--- src/rtl/mem_bus_pkg.sv ---
// Shared types for the CPU data-RAM to SRAM bridge.
// Holds the bridge FSM encoding and bus width constants.
package mem_bus_pkg;

  localparam int REG_DATA_BUS  = 32;
  localparam int SRAM_WAIT_MAX = 15;

  typedef enum logic [2:0] {
    S_IDLE,
    S_READ,
    S_WSETUP,
    S_WPULSE,
    S_WHOLD,
    S_DONE
  } sram_state_t;

endpackage

--- src/rtl/data_sram_bridge.sv ---
// data_sram_bridge: turns single-word CPU data-RAM requests into
// timed cycles on an asynchronous 32-bit SRAM.
// CPU side : CLK, RST (sync, active-low), RAM_CEN/WEN/LSADDR/SDATA/
//            BYTE_SEL in; RAM_LDATA and RAM_READY (1-cycle pulse) out.
// SRAM side: SRAM_ADDR, SRAM_DQ_O/OE, SRAM_CE_N/OE_N/WE_N/BE_N out;
//            SRAM_DQ_I in. Every output is a flop.
module data_sram_bridge
  import mem_bus_pkg::*;
#(
  parameter int ADDR_W      = 20,
  parameter int WAIT_CYCLES = 2
) (
  input  logic                    CLK,
  input  logic                    RST,
  input  logic                    RAM_CEN,
  input  logic                    RAM_WEN,
  input  logic [REG_DATA_BUS-1:0] RAM_LSADDR,
  input  logic [REG_DATA_BUS-1:0] RAM_SDATA,
  input  logic [3:0]              RAM_BYTE_SEL,
  output logic [REG_DATA_BUS-1:0] RAM_LDATA,
  output logic                    RAM_READY,
  output logic [ADDR_W-1:0]       SRAM_ADDR,
  input  logic [REG_DATA_BUS-1:0] SRAM_DQ_I,
  output logic [REG_DATA_BUS-1:0] SRAM_DQ_O,
  output logic                    SRAM_DQ_OE,
  output logic                    SRAM_CE_N,
  output logic                    SRAM_OE_N,
  output logic                    SRAM_WE_N,
  output logic [3:0]              SRAM_BE_N
);

  localparam int WAIT_EFF =
    (WAIT_CYCLES > SRAM_WAIT_MAX) ? SRAM_WAIT_MAX :
    (WAIT_CYCLES < 1)             ? 1 : WAIT_CYCLES;
  localparam logic [3:0] WAIT_LD = 4'(WAIT_EFF - 1);

  sram_state_t state_q, state_d;
  logic [3:0]  cnt_q, cnt_d;
  logic [3:0]  sel_q, sel_d;
  logic        accept;
  logic        capture;
  logic        busy_d;
  logic        wr_d;

  // Byte offset and high address bits wrap away.
  logic unused_addr_bits;
  assign unused_addr_bits =
    ^{RAM_LSADDR[REG_DATA_BUS-1:ADDR_W+2], RAM_LSADDR[1:0]};

  always_comb begin
    state_d = state_q;
    cnt_d   = cnt_q;
    accept  = 1'b0;
    capture = 1'b0;
    case (state_q)
      S_IDLE: begin
        if (RAM_CEN) begin
          accept = 1'b1;
          if (!RAM_WEN) begin
            state_d = S_READ;
            cnt_d   = WAIT_LD;
          end else if (RAM_BYTE_SEL != 4'h0) begin
            state_d = S_WSETUP;
          end else begin
            state_d = S_DONE;
          end
        end
      end
      S_READ: begin
        if (cnt_q == 4'd0) begin
          state_d = S_DONE;
          capture = 1'b1;
        end else begin
          cnt_d = cnt_q - 4'd1;
        end
      end
      S_WSETUP: begin
        state_d = S_WPULSE;
        cnt_d   = WAIT_LD;
      end
      S_WPULSE: begin
        if (cnt_q == 4'd0) state_d = S_WHOLD;
        else               cnt_d   = cnt_q - 4'd1;
      end
      S_WHOLD: state_d = S_DONE;
      S_DONE:  state_d = S_IDLE;
      default: state_d = S_IDLE;
    endcase
  end

  // Pin values are decoded from the next state so that the
  // registered pins line up with the state they belong to.
  always_comb begin
    sel_d  = accept ? RAM_BYTE_SEL : sel_q;
    wr_d   = (state_d == S_WSETUP) || (state_d == S_WPULSE) ||
             (state_d == S_WHOLD);
    busy_d = wr_d || (state_d == S_READ);
  end

  always_ff @(posedge CLK) begin
    if (!RST) begin
      state_q    <= S_IDLE;
      cnt_q      <= 4'd0;
      sel_q      <= 4'h0;
      RAM_READY  <= 1'b0;
      RAM_LDATA  <= '0;
      SRAM_ADDR  <= '0;
      SRAM_DQ_O  <= '0;
      SRAM_DQ_OE <= 1'b0;
      SRAM_CE_N  <= 1'b1;
      SRAM_OE_N  <= 1'b1;
      SRAM_WE_N  <= 1'b1;
      SRAM_BE_N  <= 4'hF;
    end else begin
      state_q    <= state_d;
      cnt_q      <= cnt_d;
      sel_q      <= sel_d;
      RAM_READY  <= (state_d == S_DONE);
      SRAM_DQ_OE <= wr_d;
      SRAM_CE_N  <= !busy_d;
      SRAM_OE_N  <= (state_d != S_READ);
      SRAM_WE_N  <= (state_d != S_WPULSE);
      SRAM_BE_N  <= busy_d ? ~sel_d : 4'hF;
      if (accept) begin
        SRAM_ADDR <= RAM_LSADDR[ADDR_W+1:2];
        SRAM_DQ_O <= RAM_SDATA;
      end
      if (capture) RAM_LDATA <= SRAM_DQ_I;
    end
  end

endmodule

--- config.mk ---
export PLATFORM = sky130hd
export DESIGN_NAME = data_sram_bridge
export DESIGN_NICKNAME = d
export VERILOG_FILES = /design/src/rtl/mem_bus_pkg.sv /design/src/rtl/data_sram_bridge.sv
export SDC_FILE = /design/constraint.sdc
export NUM_CORES = 1
export LEC_CHECK = 0
export ABC_AREA = 1
export BUFFER_PORTS_ARGS = -buffer_cell sky130_fd_sc_hd__buf_2
export CAP_MARGIN = 20
export CORE_MARGIN = 4
export CORE_UTILIZATION = 27
export DETAILED_ROUTE_END_ITERATION = 7
export MAX_ROUTING_LAYER = met4
export PLACE_DENSITY = 0.51
export SYNTH_ARGS = -nofsm -noshare
export SYNTH_HDL_FRONTEND = slang
export SYNTH_SLANG_ARGS = --single-unit
--- constraint.sdc ---
create_clock -name CLK -period 1.7 [get_ports CLK]
set_input_delay 0.34 -clock CLK [delete_from_list [all_inputs] [get_ports CLK]]
set_output_delay 0.34 -clock CLK [all_outputs]
set_load 0.02 [all_outputs]
==> results.json <==
{
  "place.gp.congestion": 0.796,
  "coreArea_sq_um": 13400,
  "p_total_mw": 10.3,
  "grt_start_max_net_pins": 50,
  "cp_slowest_stage_delay_ps": 320,
  "final_util": 0.382,
  "syn_inst": 480,
  "power.density_nw_per_um2": 2000,
  "path_max_fanout": 23,
  "fin_nets": 762,
  "ys_ff_latch": 104,
  "slew_viol_final": 0,
  "numCtsBuffers": 9,
  "cp_slowest_cell": "dfxtp_1",
  "rows": 42,
  "avgSynthCellArea_sq_um": 7.81,
  "async_flop_share": 0,
  "period_minus_slack_ps": 1530,
  "layout_common_cells": "nor2_1 (189), buf_2 (184), dfxtp_1 (104)",
  "cts_root_buf": "clkbuf_16",
  "firstDrtPassIters": 4,
  "die_y_microns": 126,
  "path_clk_slew_ps": 70,
  "dieArea_sq_um": 15800,
  "synth-edff-count": 0,
  "synth_flop_cell": "dfxtp_1",
  "critPathKind": "flip-flop to flip-flop",
  "relSlewSlack": 0.761,
  "post-cts-setup-buffers": 0,
  "holdWs_ps": 218,
  "period_share": 0.898,
  "wl_microns": 10900,
  "cp-start-kind": "flip-flop",
  "max_freq_mhz": 655,
  "placed_cell_area_sq_um": 4810,
  "yosys_warnings": 0,
  "yosysUniqueCellTypes": 20,
  "grt_pass1_wl_microns": 17600,
  "num_io_pins": 197,
  "wl_per_cell_microns": 13.0,
  "ant_nets": 0,
  "fin_area_sq_um": 5120,
  "drtIter0Drc": 263,
  "initial_core_util": 0.280,
  "cts_tree": "done",
  "drc": 0,
  "clk_path_buf_depth": 2,
  "r2r_start": "cnt_q[0]",
  "cpLargestDelayFamily": "simple AND/OR/NAND/NOR gates",
  "status": "complete, no violations",
  "clk-insertion-delay-late_ps": 340,
  "grt-ovfl-total": 0,
  "via_count": 3723,
  "syn_area_sq_um": 3750,
  "hp-class": "input port to flip-flop",
  "die_w_microns": 126,
  "rsz0062_at_grt": "false",
  "h-tree-depth": 3,
  "required_ps": 1980,
  "portBuffers": 184,
  "first_global_vias": 3619,
  "via_per_inst": 4.44,
  "leakage_nw": 2.61,
  "cts_hold_buf": 0,
  "crit_start": "cnt_q[0]",
  "drv_cap": 0,
  "end_kind": "flip-flop",
  "area_growth_pct": 36.7,
  "n_antenna_cell": 0,
  "setup_viol": 0,
  "setup_tns_ps": 0,
  "crit_arrival_ps": 1810,
  "mostFrequentLayoutCell": "nor2_1",
  "grt_usage": 0.140,
  "synth_nets": 585,
  "peakVddDrop_v": 0.000966,
  "report.final.hold_viol_count": 0,
  "worst_slew_pin_slew_ps": 359,
  "critPathBufInv": 2,
  "skew_ps": 4.86,
  "dpl.hpwl_microns": 7880,
  "grt_antenna_before_repair": 0,
  "cp_cell_sequence": "inv_1, ha_1, nand2_1, nor2_4, buf_4, o21ai_0, nor2_1",
  "clkSinkCount": 104,
  "post_cts_resized": 0,
  "hold_start": "RAM_SDATA[19]",
  "synth-seq-area-share": 0.556,
  "drive_gt1_frac": 0.332
}
## final cells by class
class                   count  area (sq um)
multi-input cells         333          1430
well taps                 176           220
clock buffers              12           246
repair buffers            194          1030
fillers                  1427          8280
flip-flops and latches    104          2080
inverters                  15          58.8
clock inverters             4          53.8
## worst min-delay path: cells and delay by family
kind | cells | cell delay, ps
simple gates | 2 | 110
buf+inv | 1 | 70
## state kept, by name, summed over array words and instances, names as in the netlist
signal / count
SRAM_DQ_O: 32
SRAM_ADDR: 20
sel_q: 4
RAM_LDATA: 32
SRAM_DQ_OE: 1
SRAM_CE_N: 1
SRAM_BE_N: 4
SRAM_OE_N: 1
cnt_q: 4
RAM_READY: 1
state_q: 3
SRAM_WE_N: 1
## cell families after synthesis
kind of cell,Yosys count,share of synthesized area
adder cells (fa/ha/maj),1,0.00334
buffers and inverters,43,0.0651
flip-flops,104,0.556
AND/OR/NAND/NOR,234,0.245
AO/OA/AOI/OAI,98,0.131
## final timing paths
kind,endpoint,slack (ps),cells past startpoint
worst min-delay path,SRAM_DQ_O[19],220,3
worst min register to register,cnt_q[1],470,2
worst max-delay path,RAM_LDATA[0],170,7
worst max register to register,RAM_LDATA[0],170,7
## where the power goes
group          leakage, nW  switching [mW]  internal (mW)
clock                0.139           0.888           1.19
sequential           0.857           0.418           3.36
combinational         1.61            3.01           1.39
## per-layer routing
metal	vias up	global-route usage	routed length (microns)	share of wire
met1	1684	0.164	4990	0.46
met4	0	0.0435	94	0.0087
li1	1880	-	-	-
met2	151	0.218	4780	0.44
met3	8	0.0610	989	0.091
met5	-	-	0	0
## synth_stat cells, types with 4 or more instances
library cell	instances	area (sq um)
a21oi_1	6	30.0
buf_2	6	30.0
buf_6	10	113
clkbuf_1	12	45.0
dfxtp_1	104	2080
inv_1	11	41.3
inv_2	4	15.0
nand2_1	28	105
nand3_1	7	35.0
nor2_1	190	713
o21ai_0	78	390
o21ai_1	14	70.1
## per-stage QoR
stage	setup WS (ps)	std cells
floorplan	406	480
global placement	184	822
detailed placement	150	822
CTS	131	838
global route	1.66	838
finish	174	838
Note: power is estimated with default switching activity, not from simulation.
